==> config.mk <==
export PLATFORM = sky130hd
export DESIGN_NAME = tagger_edge_synthesizer
export DESIGN_NICKNAME = d
export VERILOG_FILES = /design/src/rtl/tagger_edge_synthesizer.sv
export SDC_FILE = /design/constraint.sdc
export NUM_CORES = 1
export LEC_CHECK = 0
export CORE_MARGIN = 2
export CORE_UTILIZATION = 45
export DETAILED_ROUTE_END_ITERATION = 16
export PLACE_DENSITY = 0.69
export SLEW_MARGIN = 30
export SYNTH_ARGS = -nofsm -noshare
export SYNTH_HDL_FRONTEND = slang
export SYNTH_SLANG_ARGS = --single-unit
==> constraint.sdc <==
create_clock -name clk -period 5.8 [get_ports clk]
set_input_delay 1.16 -clock clk [delete_from_list [all_inputs] [get_ports clk]]
set_output_delay 1.16 -clock clk [all_outputs]
set_load 0.01 [all_outputs]
==> src/rtl/tagger_edge_synthesizer.sv <==
// tagger_edge_synthesizer
//
// Purpose:
//   Turns (cycle, subtime, width) events back into parallel sample words that
//   carry a falling edge at the requested sub-sample position. It takes the
//   place of the input deserializer so the falling-edge BCD converter can be
//   driven in loopback and self-test.
//
//   An event with end position E = T*N + S (exclusive) and width W drives the
//   samples in [E-W, E) high. All other samples are low. Only one event is
//   held at a time. The next event can be accepted during the cycle in which
//   the held event's last word is computed.
//
// Ports:
//   clk         sole clock, rising edge
//   rst_n       synchronous active-low reset
//   in_valid    an event is offered
//   in_ready    the block can accept an event this cycle (combinational)
//   in_time     coarse cycle T of the falling edge
//   in_subtime  index S of the first low sample after the edge
//   in_width    pulse width W in samples
//   samples     registered sample word, bit 0 is the earliest sample
//   word_index  coarse cycle of the word currently on samples
//   busy        an event is being held
//   late_error  one-cycle pulse when an event is dropped as late
//   late_count  saturating count of late events
module tagger_edge_synthesizer #(
    parameter int BITS       = 4,
    parameter int TIME_BITS  = 32,
    parameter int WIDTH_BITS = 8
) (
    input  logic                   clk,
    input  logic                   rst_n,
    input  logic                   in_valid,
    output logic                   in_ready,
    input  logic [TIME_BITS-1:0]   in_time,
    input  logic [BITS-1:0]        in_subtime,
    input  logic [WIDTH_BITS-1:0]  in_width,
    output logic [(1<<BITS)-1:0]   samples,
    output logic [TIME_BITS-1:0]   word_index,
    output logic                   busy,
    output logic                   late_error,
    output logic [15:0]            late_count
);

    localparam int N  = 1 << BITS;
    localparam int PW = TIME_BITS + BITS;

    typedef enum logic {
        IDLE   = 1'b0,
        ACTIVE = 1'b1
    } state_t;

    state_t state, state_next;

    logic [TIME_BITS-1:0] now;
    logic [PW-1:0]        ev_begin;
    logic [PW-1:0]        ev_end;

    logic [PW-1:0]        cur_base;
    logic [PW-1:0]        next_base;
    logic                 active_done;

    logic [PW-1:0]        new_end;
    logic [PW-1:0]        new_width;
    logic [PW-1:0]        new_begin;
    logic                 accept;
    logic                 zero_width;
    logic                 is_late;
    logic                 load_event;
    logic                 late_hit;

    logic [N-1:0]         next_samples;

    // Absolute sample positions of the word being computed now and of the
    // word after it. The counter wraps freely; there is no wrap compensation.
    assign cur_base  = {now, {BITS{1'b0}}};
    assign next_base = {now + TIME_BITS'(1), {BITS{1'b0}}};

    // The held event finishes in this word once its end does not reach past
    // the start of the next word. That is also when a new event may enter.
    assign active_done = (ev_end <= next_base);
    assign in_ready    = (state == IDLE) || active_done;

    // A new event only becomes visible from word now+1. Its start must not
    // fall before that word, and E < W means the start would underflow.
    assign new_end    = {in_time, in_subtime};
    assign new_width  = PW'(in_width);
    assign new_begin  = new_end - new_width;
    assign accept     = in_valid && in_ready;
    assign zero_width = (in_width == '0);
    assign is_late    = (new_begin < next_base) || (new_end < new_width);
    assign load_event = accept && !zero_width && !is_late;
    assign late_hit   = accept && !zero_width && is_late;

    assign busy = (state == ACTIVE);

    // Next-state logic. A held event retires after its last word. A load
    // takes priority over that retirement. A late or zero-width offer leaves
    // nothing held, because it can only be accepted when the current event
    // retires anyway.
    always_comb begin
        state_next = state;
        if (state == ACTIVE && active_done) begin
            state_next = IDLE;
        end
        if (load_event) begin
            state_next = ACTIVE;
        end else if (late_hit) begin
            state_next = IDLE;
        end
    end

    // Sample word for word index 'now'. Each bit is high when its absolute
    // position lies inside the held pulse [ev_begin, ev_end).
    always_comb begin
        logic [PW-1:0] pos;
        next_samples = '0;
        pos          = '0;
        for (int i = 0; i < N; i++) begin
            pos = cur_base | PW'(i);
            next_samples[i] = (state == ACTIVE) &&
                              (pos >= ev_begin) && (pos < ev_end);
        end
    end

    // Counter, state, event registers and outputs. samples and word_index
    // update together, one cycle after 'now' held that word index. Reset
    // drops any held event, so no partial pulse appears after release.
    always_ff @(posedge clk) begin
        if (!rst_n) begin
            now        <= '0;
            state      <= IDLE;
            ev_begin   <= '0;
            ev_end     <= '0;
            samples    <= '0;
            word_index <= '0;
            late_error <= 1'b0;
            late_count <= '0;
        end else begin
            now        <= now + TIME_BITS'(1);
            state      <= state_next;
            samples    <= next_samples;
            word_index <= now;
            late_error <= late_hit;
            if (late_hit && (late_count != 16'hFFFF)) begin
                late_count <= late_count + 16'd1;
            end
            if (load_event) begin
                ev_begin <= new_begin;
                ev_end   <= new_end;
            end
        end
    end

endmodule

==> flow_summary.rst, run 1 <==
.. list-table::
   :header-rows: 1

   * - Metric
     - Value
   * - Share of the synthesized area in compound gates (AO/OA/AOI/OAI)
     - 11.4%
   * - CP max FO
     - 6
   * - Depth of the worst register-to-register path
     - 18
   * - GRT overflow
     - 0
   * - Clock period minus final worst setup slack
     - 5600 ps
   * - Required arrival time at the worst endpoint
     - 6160 ps
   * - Proportion of power drawn by combinational gates
     - 22.6%
   * - Worst Setup End Kind
     - flop
   * - Switching power share of the total
     - 29.2%
   * - FMAX
     - 178 MHz
   * - Area share of and/or/nand/nor cells after synthesis
     - 21.3%
   * - EDFF count, synth
     - 0
   * - Synth Area in XOR/XNOR
     - 5.09%
   * - TritonCTS Buffers
     - 17
   * - Max VDD drop
     - 0.204 mV
   * - Root Buffer
     - clkbuf_16
   * - Maximum number of pins on one net before global-route repair
     - 47
   * - Netlist area before placement
     - 10300 um2
   * - End point of the worst hold path
     - late_count[11]$_SDFFE_PN0P_
   * - Global-route wire length before repair
     - 46.2 mm
   * - # setup viols final
     - 0
   * - Initial core utilization
     - 45.7%
   * - Clock group share of total power
     - 36.7%
   * - Total count of max-transition violations in the final report
     - 0
   * - Number of top-level pins
     - 114
   * - # fillers
     - 1929
   * - Flop pwr share
     - 40.7%
   * - Post-synth cell types
     - 61
   * - Syn_nets
     - 1373
   * - Data arrival, critical path
     - 5960 ps
   * - Tcrit/Tclk final
     - 96.6%
   * - Critical path start-end classification
     - in -> reg
   * - Clock latency on the worst-skew pair
     - 440 ps
   * - Layout area overhead
     - 29.3%
   * - Port Buffer Count
     - 113
   * - Share of synthesized cell area in full adder, half adder and majority cells
     - 17.1%
   * - Initial antenna violation count
     - 0
   * - Inserted Diodes
     - 0
   * - Number of cells produced by synthesis
     - 1186
   * - Reported max-cap violation count
     - 0
   * - Final-stage net count
     - 1580
   * - Synthesized area per cell
     - 8.70 um2
   * - Post-detailed-placement half-perimeter wirelength
     - 22.3 mm
   * - Die ar.
     - 24200 um2
   * - Maximum buffer depth of the clock tree
     - 2
   * - Placement Cell Area
     - 12500 um2
   * - Hold path depth
     - 2
   * - Core region area
     - 22600 um2
   * - Run status
     - finished, final reports clean
   * - Iteration-0 DRC count of the detailed router
     - 543
   * - Max-slew headroom
     - 36.0%
   * - Reg-to-reg startpoint
     - now[3]$_SDFF_PN0_
   * - Via count
     - 9389
   * - Final hold slack
     - 486 ps
   * - Die span in y
     - 155 um
   * - Vias per cell
     - 5.56
   * - Warnings, synthesis
     - 0
   * - Remaining routing DRC violations
     - 0
   * - # hold bufs at CTS
     - 0
   * - Source of the worst hold timing path
     - late_count[11]$_SDFFE_PN0P_
   * - Count of endpoints failing hold in the final timing report
     - 0
   * - Wire length per cell after detailed routing
     - 17.1 um
   * - Horizontal die dimension
     - 155 um
   * - CP Launch Type
     - input pin
   * - Sum of negative setup slack
     - 0 ps
   * - Drt pass-1 iters
     - 5
   * - Total routing usage reported by global routing
     - 24.0%
   * - Remaining antenna violation count after routing
     - 0
   * - Total length of routed wires
     - 28.8 mm
   * - Clock-pin slew on the worst setup and hold paths
     - 70 ps
   * - Post-route cell area
     - 13300 um2
   * - # clock sinks
     - 170
   * - Power Internal
     - 0.00220 W
   * - Static leakage
     - 5.59 nW
   * - Most used flip-flop cell after synthesis
     - dfxtp_1
   * - Class of the most critical hold timing path
     - reg -> reg
   * - Share of synthesized area spent on multiplexers
     - 7.28%
   * - Final GP Congestion
     - 0.951
   * - #FFs+latches synth
     - 170
   * - Count of H-tree levels built during CTS
     - 4
   * - Capture instance of the worst register-to-register path
     - late_count[4]$_SDFFE_PN0P_
   * - Seq/Total Area, Yosys
     - 33.0%
   * - Clock tree from TritonCTS
     - yes
   * - Share of cells above drive strength 1
     - 13.3%
   * - Share of synthesized registers carrying an async set or reset
     - 0%
   * - Clock Skews
     - 10.6 ps
   * - Power dissipated by switching net loads
     - 0.000910 W
   * - Ratio of total power to cell area
     - 233 nW/um2
   * - Transition time at the pin with the least slew margin
     - 953 ps
   * - Vias in the first global route
     - 9051
   * - Standard-cell row count
     - 55
   * - Largest family of logic cells by synthesized area
     - simple AND/OR/NAND/NOR gates
   * - Setup slack on the worst flop-to-flop path
     - 1240 ps
-- worst max-delay path by stage --
stage	from	to	slack, ps
floorplan	in_subtime[0]	ev_begin[18]$_SDFFE_PN0P_	350
global placement	in_time[14]	late_count[10]$_SDFFE_PN0P_	-240
detailed placement	in_time[7]	late_count[5]$_SDFFE_PN0P_	-470
CTS	now[1]$_SDFF_PN0_	in_ready	8
global route	in_width[1]	late_count[4]$_SDFFE_PN0P_	-40
finish	in_time[9]	late_count[4]$_SDFFE_PN0P_	200
-- per-layer routing --
metal  wire length, um  global-route usage [%]  vias up  share of wire, %
li1                  -                       -     4623                 -
met1             13200                    32.0     4388                46
met5                 0                       0        -                 0
met2             13000                    39.0      306                45
met3              1660                    4.01       72               5.7
met4               916                    9.09        0               3.2
-- cells in the mapped netlist, types with 8 or more instances --
master | n | share of area, %
a211oi_1 | 14 | 1.0
a21o_1 | 27 | 2.0
a21oi_1 | 72 | 3.5
and2_1 | 32 | 1.9
and3_1 | 9 | 0.55
and4_1 | 8 | 0.68
clkbuf_1 | 30 | 1.1
dfxtp_1 | 170 | 33
ha_1 | 139 | 17
inv_1 | 88 | 3.2
mux2i_1 | 75 | 7.3
nand2_1 | 54 | 2.0
nand2b_1 | 9 | 0.55
nand3_1 | 32 | 1.6
nand4_1 | 36 | 2.2
nor2_1 | 154 | 5.6
nor2b_1 | 9 | 0.55
nor3_1 | 31 | 1.5
nor4_1 | 16 | 0.97
o211ai_1 | 8 | 0.58
o21ai_0 | 26 | 1.3
o31ai_1 | 10 | 0.73
or4_1 | 11 | 0.80
xnor2_1 | 23 | 2.0
xor2_1 | 37 | 3.1
-- layout by cell type, fill, tap and decap left out, types with 6 or more instances in the layout --
cell type	count
o31ai_1	9
xor2_1	36
o21ai_0	25
nand4_1	36
clkdlybuf4s50_1	107
o211ai_1	8
nand2_1	54
and3_1	9
mux2i_1	75
nor2b_1	9
and4_1	7
clkbuf_16	17
a21oi_1	71
nand3_1	32
buf_12	8
a211oi_1	13
buf_4	103
ha_1	138
nand2b_1	9
nor4_2	8
a21o_1	27
nor3_1	26
dlymetal6s2s_1	6
xnor2_1	23
nor2_1	152
or4_1	10
and2_1	32
dfxtp_1	165
nor4_1	12
or3_1	7
inv_1	88
-- cell families after synthesis --
group | count (synthesis)
XOR/XNOR | 60
flip-flops | 170
AO/OA/AOI/OAI | 184
buffers and inverters | 127
adder cells (fa/ha/maj) | 140
multiplexers | 75
AND/OR/NAND/NOR | 430
-- state kept, by name, summed over array words and instances, names as in the netlist --
signal / cells
samples: 16
ev_end: 36
busy: 1
word_index: 32
late_error: 1
now: 32
late_count: 16
ev_begin: 36
-- worst max-delay path, stage by stage --
cell             delay [ps]
clkdlybuf4s50_1         420
or4_4                   530
or4_4                   470
nor3_4                  200
o211ai_1                240
buf_4                   240
nor4_4                  160
xor2_1                  230
ha_1                    300
a21oi_1                 210
o21ai_0                 120
a22oi_1                 180
o211ai_1                170
a2111oi_2               230
buf_4                   200
o21bai_4                120
buf_6                   160
or4_1                   490
a21oi_2                 120
-- final cells by class --
class | instances | area [um2] | area share, %
Sequential cell | 170 | 3410 | 25.6
Tap cell | 285 | 357 | 2.67
Clock inverter | 10 | 116 | 0.872
Timing Repair Buffer | 226 | 2100 | 15.8
Clock buffer | 21 | 460 | 3.45
Multi-Input combinational cell | 889 | 6560 | 49.2
Inverter | 89 | 335 | 2.51
-- timing repair --
item                                    in CTS  in global routing
endpoints found under the setup margin      12                 85
setup buffers                                1                  7
gates resized for setup                      4                 40
pin swaps                                    1                 25
-- power groups by stage --
stage	Clock [W]	Combinational, W	Sequential [W]
floorplan	0	0.000416	0.00127
global placement	0	0.000664	0.00129
detailed placement	0	0.000678	0.00129
CTS	0.00116	0.000686	0.00127
global route	0.00121	0.000773	0.00127
finish	0.00114	0.000702	0.00127
-- metrics by stage --
step	util (%)	instances	power, W	setup WS [ps]
2_1_floorplan	-	1186	0.00169	346
4_1_cts	58.3	1684	0.00311	8.09
3_3_place_gp	55.6	1652	0.00196	-240
5_1_grt	59.1	1690	0.00325	-39.1
3_5_place_dp	55.6	1652	0.00197	-471
6_report	59.1	1690	0.00311	196
No activity file was read; power rests on OpenSTA's default activity.
==> run 2, diff against run 1 <==
--- a/config.mk
+++ b/config.mk
@@ -9,6 +9,7 @@
 export CORE_UTILIZATION = 45
 export DETAILED_ROUTE_END_ITERATION = 16
 export PLACE_DENSITY = 0.69
+export SKIP_CTS_REPAIR_TIMING = 1
 export SLEW_MARGIN = 30
 export SYNTH_ARGS = -nofsm -noshare
 export SYNTH_HDL_FRONTEND = slang
==> flow_summary.rst, run 2 (synthesis results as in run 1) <==
.. list-table::
   :header-rows: 1

   * - Metric
     - Value
   * - Post-detailed-placement half-perimeter wirelength
     - 22.3 mm (unchanged)
   * - TritonCTS Buffers
     - 17 (unchanged)
   * - Clock Skews
     - 9.61 ps (was 10.6 ps)
   * - Maximum buffer depth of the clock tree
     - 2 (unchanged)
   * - Proportion of power drawn by combinational gates
     - 22.4% (was 22.6%)
   * - Root Buffer
     - clkbuf_16 (unchanged)
   * - Global-route met2 utilization
     - 39.0% (unchanged)
   * - Core region area
     - 22600 um2 (unchanged)
   * - Max VDD drop
     - 0.202 mV (was 0.204 mV)
   * - Power Internal
     - 0.00220 W (about the same)
   * - Reported max-cap violation count
     - 0 (unchanged)
   * - Drt pass-1 iters
     - 7 (was 5)
   * - Layout area overhead
     - 28.2% (was 29.3%)
   * - Total length of routed wires
     - 28.4 mm (was 28.8 mm)
   * - Count of endpoints failing hold in the final timing report
     - 0 (unchanged)
   * - Tcrit/Tclk final
     - 96.0% (was 96.6%)
   * - Overall power of the completed layout
     - 0.00310 W (was 0.00311 W)
   * - GR peak layer
     - met2 (unchanged)
   * - Worst Setup End Kind
     - output pin (was flop)
   * - Met3 Track Usage GR
     - 4.01% (unchanged)
   * - Inserted Diodes
     - 0 (unchanged)
   * - Vias in the first global route
     - 9048 (was 9051)
   * - Post-route cell area
     - 13200 um2 (was 13300 um2)
   * - Die span in y
     - 155 um (unchanged)
   * - Standard-cell row count
     - 55 (unchanged)
   * - Grt met1 use
     - 32.0% (about the same)
   * - CP max FO
     - 7 (was 6)
   * - Maximum number of pins on one net before global-route repair
     - 47 (unchanged)
   * - Data arrival, critical path
     - 4410 ps (was 5960 ps)
   * - Wire length per cell after detailed routing
     - 16.9 um (was 17.1 um)
   * - Class of the most critical hold timing path
     - reg -> reg (unchanged)
   * - Max-slew headroom
     - 36.1% (was 36.0%)
   * - Number of top-level pins
     - 114 (unchanged)
   * - Total routing usage reported by global routing
     - 24.0% (about the same)
   * - Required arrival time at the worst endpoint
     - 4640 ps (was 6160 ps)
   * - Ratio of total power to cell area
     - 234 nW/um2 (was 233 nW/um2)
   * - Total count of max-transition violations in the final report
     - 0 (unchanged)
   * - Initial antenna violation count
     - 0 (unchanged)
   * - Switching power share of the total
     - 29.1% (was 29.2%)
   * - Horizontal die dimension
     - 155 um (unchanged)
   * - Global-route wire length before repair
     - 46.2 mm (about the same)
   * - Final GP Congestion
     - 0.951 (unchanged)
   * - # clock sinks
     - 170 (unchanged)
   * - Remaining antenna violation count after routing
     - 0 (unchanged)
   * - Total area of multi-input combinational cells
     - 6500 um2 (was 6560 um2)
   * - Static leakage
     - 5.49 nW (was 5.59 nW)
   * - Most common cell after layout, fill and taps aside
     - dfxtp_1 (unchanged)
   * - Remaining routing DRC violations
     - 0 (unchanged)
   * - FMAX
     - 180 MHz (was 178 MHz)
   * - Port Buffer Count
     - 113 (unchanged)
   * - Storage element area
     - 3410 um2 (unchanged)
   * - Via count
     - 9316 (was 9389)
   * - GRT overflow
     - 0 (unchanged)
   * - Clock latency on the worst-skew pair
     - 430 ps (was 440 ps)
   * - Flop pwr share
     - 40.9% (was 40.7%)
   * - Clock group share of total power
     - 36.7% (about the same)
   * - Run status
     - finished, final reports clean (unchanged)
   * - Initial core utilization
     - 45.7% (unchanged)
   * - Critical path start-end classification
     - reg -> out (was in -> reg)
   * - # setup viols final
     - 0 (unchanged)
   * - Vias per cell
     - 5.53 (was 5.56)
   * - Clock-pin slew on the worst setup and hold paths
     - 60 ps (was 70 ps)
   * - Iteration-0 DRC count of the detailed router
     - 559 (was 543)
   * - Clock tree from TritonCTS
     - yes (unchanged)
   * - Biggest registers after layout
     - ev_begin (36), ev_end (36) (unchanged)
   * - Placement Cell Area
     - 12500 um2 (unchanged)
   * - Count of H-tree levels built during CTS
     - 4 (unchanged)
   * - Die ar.
     - 24200 um2 (unchanged)
   * - Highest-count cells in the layout ignoring fill and taps
     - dfxtp_1 (165), nor2_1 (152), ha_1 (138), clkdlybuf4s50_1 (113), buf_4 (101) (was dfxtp_1 (165), nor2_1 (152), ha_1 (138), clkdlybuf4s50_1 (107), buf_4 (103))
   * - Power dissipated by switching net loads
     - 0.000900 W (was 0.000910 W)
   * - Transition time at the pin with the least slew margin
     - 952 ps (was 953 ps)
   * - Share of cells above drive strength 1
     - 12.6% (was 13.3%)
   * - # fillers
     - 1958 (was 1929)
   * - Clock period minus final worst setup slack
     - 5570 ps (was 5600 ps)
   * - Final-stage net count
     - 1576 (was 1580)
   * - CP Launch Type
     - flop (was input pin)
-- run 2: final timing paths --
| kind | startpoint | to | slack, ps | depth (start not counted) |
|---|---|---|---|---|
| worst max-delay path | now[6]$_SDFF_PN0_ | in_ready | 230 | 15 |
| worst min-delay path | late_count[11]$_SDFFE_PN0P_ | late_count[11]$_SDFFE_PN0P_ | 480 | 2 |
| worst max register to register | now[6]$_SDFF_PN0_ | late_count[5]$_SDFFE_PN0P_ | 1270 | 18 |
| worst min register to register | late_count[11]$_SDFFE_PN0P_ | late_count[11]$_SDFFE_PN0P_ | 480 | 2 |
-- run 2: layout make-up --
type,instances,area share [%]
Clock buffer,21,3.48
Clock inverter,10,0.880
Inverter,89,2.54
Multi-Input combinational cell,889,49.1
Sequential cell,170,25.8
Tap cell,285,2.70
Timing Repair Buffer,222,15.5
-- run 2: layer usage --
metal,part of all wire (%),wire (um)
met1,46,13200
met2,45,12800
met3,5.3,1520
met4,3.2,898
met5,0,0
-- run 2: power by group through the flow --
| stage | sequential, W | combinational (W) | clock (W) |
|---|---|---|---|
| 5_1_grt | 0.00127 | 0.000764 | 0.00121 |
| 6_report | 0.00127 | 0.000694 | 0.00114 |
| 4_1_cts | 0.00127 | 0.000684 | 0.00116 |
| 2_1_floorplan | 0.00127 | 0.000416 | 0 |
| 3_3_place_gp | 0.00129 | 0.000664 | 0 |
| 3_5_place_dp | 0.00129 | 0.000678 | 0 |
-- run 2: per-stage QoR --
| stage | util, % | cells | setup TNS, ps | setup slack, ps | hold slack, ps |
|---|---|---|---|---|---|
| 4_1_cts | 58.1 | 1683 | -534 | -95.6 | 486 |
| 3_3_place_gp | 55.6 | 1652 | -3350 | -240 | 466 |
| 2_1_floorplan | - | 1186 | 0 | 346 | 460 |
| 3_5_place_dp | 55.6 | 1652 | -16740 | -471 | 479 |
| 5_1_grt | 58.6 | 1686 | -6.57 | -4.74 | 511 |
| 6_report | 58.6 | 1686 | 0 | 234 | 485 |
-- run 2: critical path, cell delays in order, from the launching register on --
cell and delay, ps:
dfxtp_1 510, nand3_1 140, nor3_1 170, buf_4 180, and4_2 300, nand2_1 150, buf_4 180, nor2_1 120
xnor2_1 250, ha_1 330, and4_1 250, a21oi_1 170, o211ai_1 160, o21ai_1 250, and2_1 250, clkdlybuf4s50_1 560
==> run 3, diff against run 2 <==
==> constraint.sdc (replaced) <==
create_clock -name clk -period 5.8 [get_ports clk]
set_input_delay 0.87 -clock clk [delete_from_list [all_inputs] [get_ports clk]]
set_output_delay 0.87 -clock clk [all_outputs]
set_load 0.01 [all_outputs]
==> flow_summary.rst, run 3 (synthesis results as in run 1) <==
.. list-table::
   :header-rows: 1

   * - Metric
     - Value
   * - Final hold slack
     - 488 ps (was 485 ps)
   * - Clock Skews
     - 9.66 ps (was 9.61 ps)
   * - Initial antenna violation count
     - 0 (unchanged)
   * - Worst path max stage delay
     - 490 ps (was 560 ps)
   * - Maximum buffer depth of the clock tree
     - 2 (unchanged)
   * - Count of H-tree levels built during CTS
     - 4 (unchanged)
   * - Initial core utilization
     - 45.7% (unchanged)
   * - Wire length per cell after detailed routing
     - 17.1 um (was 16.9 um)
   * - Most common cell after layout, fill and taps aside
     - dfxtp_1 (unchanged)
   * - Required arrival time at the worst endpoint
     - 4930 ps (was 4640 ps)
   * - CP Buf/Inv Count
     - 3 (unchanged)
   * - Highest-count cells in the layout ignoring fill and taps
     - dfxtp_1 (170), nor2_1 (154), ha_1 (139), clkdlybuf4s50_1 (113), inv_1 (88) (was dfxtp_1 (165), nor2_1 (152), ha_1 (138), clkdlybuf4s50_1 (113), buf_4 (101))
   * - # fillers
     - 2037 (was 1958)
   * - Die span in y
     - 155 um (unchanged)
   * - Biggest registers after layout
     - ev_begin (36), ev_end (36) (unchanged)
   * - Static leakage
     - 5.37 nW (was 5.49 nW)
   * - Total routing usage reported by global routing
     - 23.8% (was 24.0%)
   * - FMAX
     - 182 MHz (was 180 MHz)
   * - Standard-cell row count
     - 55 (unchanged)
   * - Critical path start-end classification
     - reg -> out (unchanged)
   * - Clock tree from TritonCTS
     - yes (unchanged)
   * - Count of endpoints failing hold in the final timing report
     - 0 (unchanged)
   * - Capture instance of the worst register-to-register path
     - ev_end[23]$_SDFFE_PN0P_ (was late_count[5]$_SDFFE_PN0P_)
   * - CP max FO
     - 6 (was 7)
   * - Setup slack on the worst flop-to-flop path
     - 1090 ps (was 1270 ps)
   * - Max VDD drop
     - 0.185 mV (was 0.202 mV)
   * - Final GP Congestion
     - 0.912 (was 0.951)
   * - Die ar.
     - 24200 um2 (unchanged)
   * - Iteration-0 DRC count of the detailed router
     - 685 (was 559)
   * - Vias per cell
     - 5.52 (was 5.53)
   * - CP Launch Type
     - flop (unchanged)
   * - # setup viols final
     - 0 (unchanged)
   * - Transition time at the pin with the least slew margin
     - 946 ps (was 952 ps)
   * - Final-stage net count
     - 1548 (was 1576)
   * - Remaining routing DRC violations
     - 0 (unchanged)
   * - # clock sinks
     - 170 (unchanged)
   * - Run status
     - finished, final reports clean (unchanged)
   * - Layout area overhead
     - 25.9% (was 28.2%)
   * - Reported max-cap violation count
     - 0 (unchanged)
   * - Port Buffer Count
     - 113 (unchanged)
   * - Cell type of the slowest stage on the worst timing path
     - clkdlybuf4s50_1 (unchanged)
   * - Post-detailed-placement half-perimeter wirelength
     - 22.1 mm (was 22.3 mm)
   * - Root Buffer
     - clkbuf_16 (unchanged)
   * - Data arrival, critical path
     - 4630 ps (was 4410 ps)
   * - Vias in the first global route
     - 8792 (was 9048)
   * - Tcrit/Tclk final
     - 94.8% (was 96.0%)
   * - Remaining antenna violation count after routing
     - 0 (unchanged)
   * - Ratio of total power to cell area
     - 245 nW/um2 (was 234 nW/um2)
   * - End of the critical path
     - in_ready (unchanged)
   * - Via count
     - 9165 (was 9316)
   * - Clock-pin slew on the worst setup and hold paths
     - 70 ps (was 60 ps)
   * - CP top delay family
     - simple AND/OR/NAND/NOR gates (unchanged)
   * - Setup repair after global routing missed its margin
     - no
   * - Chain of cells forming the critical path
     - and4_1 > and3_1 > nand3_1 > nor2_1 > nand2_1 > buf_4 > nor2_1 > xnor2_1 > ha_1 > and4_1 > nand4_1 > a2111oi_1 > buf_4 > o31ai_1 > and2_1 > clkdlybuf4s50_1 (was nand3_1 > nor3_1 > buf_4 > and4_2 > nand2_1 > buf_4 > nor2_1 > xnor2_1 > ha_1 > and4_1 > a21oi_1 > o211ai_1 > o21ai_1 > and2_1 > clkdlybuf4s50_1)
   * - Horizontal die dimension
     - 155 um (unchanged)
   * - Core region area
     - 22600 um2 (unchanged)
   * - Maximum number of pins on one net before global-route repair
     - 47 (unchanged)
   * - Share of cells above drive strength 1
     - 9.90% (was 12.6%)
   * - Hold path depth
     - 2 (unchanged)
   * - Number of gates on the worst path with buffers counted
     - 16 (was 15)
   * - Number of top-level pins
     - 114 (unchanged)
   * - Sum of negative setup slack
     - 0 ps (unchanged)
   * - Clock period minus final worst setup slack
     - 5500 ps (was 5570 ps)
   * - Depth of the worst register-to-register path
     - 20 (was 18)
   * - Critical path startpoint
     - now[16]$_SDFF_PN0_ (was now[6]$_SDFF_PN0_)
   * - GRT overflow
     - 0 (unchanged)
   * - Global-route wire length before repair
     - 45.3 mm (was 46.2 mm)
   * - Reg-to-reg startpoint
     - now[16]$_SDFF_PN0_ (was now[6]$_SDFF_PN0_)
   * - Drt pass-1 iters
     - 5 (was 7)
   * - Class of the most critical hold timing path
     - reg -> reg (unchanged)
   * - Max-slew headroom
     - 36.5% (was 36.1%)
   * - Total count of max-transition violations in the final report
     - 0 (unchanged)
   * - Inserted Diodes
     - 0 (unchanged)
   * - Clock latency on the worst-skew pair
     - 440 ps (was 430 ps)
   * - Total length of routed wires
     - 28.4 mm (about the same)
   * - TritonCTS Buffers
     - 17 (unchanged)
   * - Worst Setup End Kind
     - output pin (unchanged)
## run 3: changes by cell type in the layout (fill, tap and decap cells not counted), sizes merged
cell | previous run | this run
buf | 109 | 81
clkinv | 5 | 2
bufinv | 2 | 4
clkbuf | 21 | 19
clkinvlp | 2 | 4
inv | 90 | 92
## run 3: layout make-up
type / instances / area (um2) / area share, %
Multi-Input combinational cell: 889 / 6460 / 49.7
Sequential cell: 170 / 3400 / 26.2
Timing Repair Buffer: 194 / 1800 / 13.9
Clock buffer: 19 / 443 / 3.41
Tap cell: 285 / 357 / 2.75
Inverter: 89 / 335 / 2.58
Clock inverter: 13 / 190 / 1.46
## run 3: how the worst min path moves through the flow
stage                                          start                         end
after detailed placement  late_count[5]$_SDFFE_PN0P_  late_count[5]$_SDFFE_PN0P_
after floorplan            ev_begin[11]$_SDFFE_PN0P_   ev_begin[11]$_SDFFE_PN0P_
after global placement    late_count[5]$_SDFFE_PN0P_  late_count[5]$_SDFFE_PN0P_
after global routing      late_count[5]$_SDFFE_PN0P_  late_count[5]$_SDFFE_PN0P_
final                     late_count[5]$_SDFFE_PN0P_  late_count[5]$_SDFFE_PN0P_
after CTS                 late_count[5]$_SDFFE_PN0P_  late_count[5]$_SDFFE_PN0P_
## run 3: routing by layer
metal / vias up / part of all wire [%] / GRT usage (%) / routed length, um
met2: 286 / 45 / 38.8 / 12900
li1: 4552 / - / - / -
met4: 0 / 2.5 / 7.56 / 703
met1: 4281 / 46 / 31.8 / 13200
met3: 46 / 5.9 / 4.71 / 1680
met5: - / 0 / 0 / 0
## run 3: tightest hold or removal path, cell delays in order, from the launching register on
cell     delay [ps]
dfxtp_1         330
nand2_1          60
mux2i_1          50
## run 3: power by group
| group | internal, W | switching [W] | leakage (nW) |
|---|---|---|---|
| Sequential | 0.00122 | 0.0000492 | 1.38 |
| Combinational | 0.000304 | 0.000363 | 3.69 |
| Clock | 0.000737 | 0.000509 | 0.297 |
## run 3: through the flow
| step | instance area (um2) | setup slack, ps | total power, W | instances | utilization [%] |
|---|---|---|---|---|---|
| floorplan | 10300 | 636 | 0.00169 | 1186 | - |
| global placement | 12300 | -190 | 0.00193 | 1623 | 54.5 |
| detailed placement | 12300 | -311 | 0.00195 | 1623 | 54.5 |
| CTS | 12900 | 144 | 0.00319 | 1655 | 57.3 |
| global route | 13000 | 19.1 | 0.00333 | 1659 | 57.5 |
| finish | 13000 | 302 | 0.00318 | 1659 | 57.5 |
==> variant 1 (flow settings as in run 2) <==
`TIME_BITS`: 32 -> 48.
--- a/src/rtl/tagger_edge_synthesizer.sv
+++ b/src/rtl/tagger_edge_synthesizer.sv
@@ -28,3 +28,3 @@
     parameter int BITS       = 4,
-    parameter int TIME_BITS  = 32,
+    parameter int TIME_BITS  = 48,
     parameter int WIDTH_BITS = 8
Interface: changed (resized in_time and word_index); port bits go from 114 to 146. The function was not compared with the original's and may differ.
==> variant 1 against run 2 <==
The run now ends with negative setup slack left. Worst setup slack got worse by 440 ps. Global-route usage rose by 1.4 points. Design area rose by 46%. Area after synthesis rose by 39%. Cell count rose by 44%. Wire length rose by 57%. Sequential cell count rose by 64. Total power rose by 44%. Critical path type unchanged.
==> variant 1: results (changes against run 2) <==
Cell Area, Placed = 17,800 sq um (+42%)
Metal-1 WL = 19,400 um (+47%)
Top post-synthesis cells by count = dfxtp_1 (234), nor2_1 (229), ha_1 (203)
Crit path max fanout = 4 (-3)
Worst skew pair latency = 540 ps (+110 ps)
Unique masters post-synth = 74 (+21%)
Final std cells w/o fill = 2,422 (+44%)
Hold EP = ev_begin[33]
Vias per Instance = 5.53 (about the same)
Met3 usage = 0.0391 (-0.000997)
Worst r2r path cells = 23 (+5)
DP HPWL = 33,200 um (+49%)
HP Start = ev_begin[33]
Setup TNS = -201 ps (-201 ps)
Vias in the first global route = 13.3k (+47%)
Metal2 WL = 20,900 um (+63%)
Clock Path Buffers = 3 (+1)
WL/cell = 18.4 um (+9.2%)
Worst setup margin = -201 ps (-436 ps)
Met1 usage = 0.327 (+0.00676)
Htree depth = 1 (-3)
Met2 Use GR = 0.437 (+0.0469)
Worst Skew = 11.5 ps (+1.88 ps)
Top flop regs = ev_begin x52, ev_end x52
Layout cell share with drive strength beyond 1 = 0.177 (+0.0511)
Final setup violation count = 1 (+1)
Total track usage = 0.254 (+0.0144)
Crit path arrival time = 4840 ps (+430 ps)
Final net count = 2,271 (+44%)
Failing checks = negative setup slack
Synth top area cells = dfxtp_1 (33%), ha_1 (18%), nor2_1 (6.0%)
Total CTS buffers = 27 (+10)
VDD IR max = 0.000221 V (+9.0%)
First-pass GRT wire length = 67,900 um (+47%)
Starting DRC count in detailed routing = 784 (+40%)
Met3 wire len = 2660 um (+75%)
Gp weighted congestion = 0.908 (-4.5%)
Master of the slowest instance on the critical path = or4_4
Seq/Total Area, Yosys = 0.326 (-0.00365)
Worst Setup SP = now[3]
Pin count of the biggest net entering global routing = 99 (+110%)
Post-Place Setup Slack = -640 ps (-168 ps)
Switching power = 0.00126 W (+40%)
Status = complete, but fails checks
[variant 1: cell types whose count changed after synthesis, moves of 29 or more]
cell | before | now
a211oi_1 | 14 | 58
dfxtp_1 | 170 | 234
ha_1 | 139 | 203
inv_1 | 88 | 122
nand2_1 | 54 | 83
nor2_1 | 154 | 229
xnor2_1 | 23 | 57
[variant 1: power groups by stage]
stage / registers, W / clock network [W] / logic (W)
after CTS: 0.00174 / 0.00178 / 0.000871
after global routing: 0.00175 / 0.00184 / 0.00106
final: 0.00174 / 0.00175 / 0.000978
after detailed placement: 0.00177 / 0 / 0.000861
after floorplan: 0.00175 / 0 / 0.000527
after global placement: 0.00177 / 0 / 0.000837
[variant 1: final cells by class]
type | instances | area, sq um
fillers | 2639 | 12100
multi-input cells | 1231 | 9280
flip-flops and latches | 234 | 4690
repair buffers | 388 | 3530
clock buffers | 39 | 791
well taps | 402 | 503
inverters | 122 | 463
clock inverters | 6 | 108
[variant 1: metrics by stage]
stage / hold WS [ps] / total power [W] / util
3_5_place_dp: 462 / 0.00263 / 0.566
6_report: 469 / 0.00447 / 0.615
4_1_cts: 473 / 0.00438 / 0.595
2_1_floorplan: 440 / 0.00228 / -
3_3_place_gp: 452 / 0.00261 / 0.566
5_1_grt: 494 / 0.00465 / 0.615
[variant 1: cell families (layout without fill, tap and decap cells)]
family / Yosys count / count (layout) / synth area share
AO/OA/AOI/OAI: 276 / 276 / 0.131
XOR/XNOR: 99 / 99 / 0.0614
adder cells (fa/ha/maj): 204 / 204 / 0.178
buffers and inverters: 176 / 555 / 0.0484
flip-flops: 234 / 234 / 0.326
multiplexers: 64 / 64 / 0.0446
AND/OR/NAND/NOR: 588 / 588 / 0.210
==> variant 2 (flow settings as in run 2) <==
Made on the original files. Remove the register `late_error`: a continuous assignment takes its place, so the output `late_error` follows one clock earlier. Comments in the files are not updated.
--- a/src/rtl/tagger_edge_synthesizer.sv
+++ b/src/rtl/tagger_edge_synthesizer.sv
@@ -137,3 +137,2 @@
             word_index <= '0;
-            late_error <= 1'b0;
             late_count <= '0;
@@ -144,3 +143,2 @@
             word_index <= now;
-            late_error <= late_hit;
             if (late_hit && (late_count != 16'hFFFF)) begin
@@ -155,2 +153,4 @@
 
+    assign late_error = late_hit;
+
 endmodule
Check against the original RTL: not equivalent (Yosys sat finds a counterexample within 4 cycles, from zero or initial values and one cycle with rst_n low).
==> variant 2 against run 2 <==
Die area fell by 0.85%. The run now ends with negative setup slack left. Wire length rose by 6.2%. Area after synthesis fell by 0.87%. Sequential cell count fell by 1. Worst setup slack got worse by 520 ps. Largest power group unchanged. Count of clock-buffer cells in the layout fell by 2. Total power rose by 15%. Largest cell class unchanged. Design area rose by 4.2%.
==> variant 2: results (changes against run 2) <==
Status = complete, but fails checks
Failing checks = negative setup slack
Worst Skew = 13.1 ps (+3.53 ps)
Top cell family by delay on the critical path = compound AO/OA/AOI/OAI gates
Final net count = 1,660 (+5.3%)
Pleak = 6.00 nW (+9.4%)
DRT Wirelength = 30,200 um (+6.2%)
Metal2 WL = 13,800 um (+7.8%)
DP HPWL = 22,000 um (-1.4%)
Pin count of the biggest net entering global routing = 61 (+30%)
Synth top area cells = dfxtp_1 (33%), ha_1 (17%), nand2_1 (5.5%)
Net Count, Synth = 1,425 (+3.8%)
Crit Reg-Reg Startpoint = now[0]
Worst setup margin = -289 ps (-523 ps)
VDD IR max = 0.000192 V (-5.0%)
Cell Area, Placed = 12,600 sq um (+0.39%)
DR pass1 iterations = 8 (+1)
Internal power = 0.00239 W (+8.6%)
Final setup violation count = 1 (+1)
Met1 usage = 0.325 (+0.00548)
Total track usage = 0.244 (+0.00441)
Multi-input gate area = 6770 sq um (+4.2%)
Unique masters post-synth = 59 (-3.3%)
First-pass GRT wire length = 46,700 um (+1.2%)
Crit path max fanout = 5 (-2)
Slew HR = 0.439 (+0.0784)
Gp weighted congestion = 0.894 (-6.0%)
Seq/Total Area, Yosys = 0.331 (+0.000949)
Worst Setup SP = in_time[1]
Cells after Synth = 1,238 (+4.4%)
Setup TNS = -289 ps (-289 ps)
Crit path arrival time = 4930 ps (+520 ps)
-- variant 2: worst paths after layout --
check	slack (ps)	cells past startpoint	to
max reg2reg	1000	20	late_count[3]
min	460	2	ev_begin[7]
min reg2reg	460	2	ev_begin[7]
max	-290	20	late_error
-- variant 2: area by class of cell --
class,instances,area share
Tap cell,285,0.0259
Multi-Input combinational cell,941,0.491
Timing Repair Buffer,259,0.170
Inverter,85,0.0232
Sequential cell,169,0.246
Clock inverter,13,0.0104
Clock buffer,19,0.0329
-- variant 2: cells by family (layout without fill, tap and decap cells) --
logic type / after synthesis / in the layout / synth area share
fa+ha+maj: 140 / 140 / 0.172
simple gates: 477 / 477 / 0.229
compound gates: 257 / 257 / 0.162
mux: 6 / 6 / 0.00587
xor+xnor: 61 / 61 / 0.0522
flops: 169 / 169 / 0.331
buf+inv: 128 / 376 / 0.0482
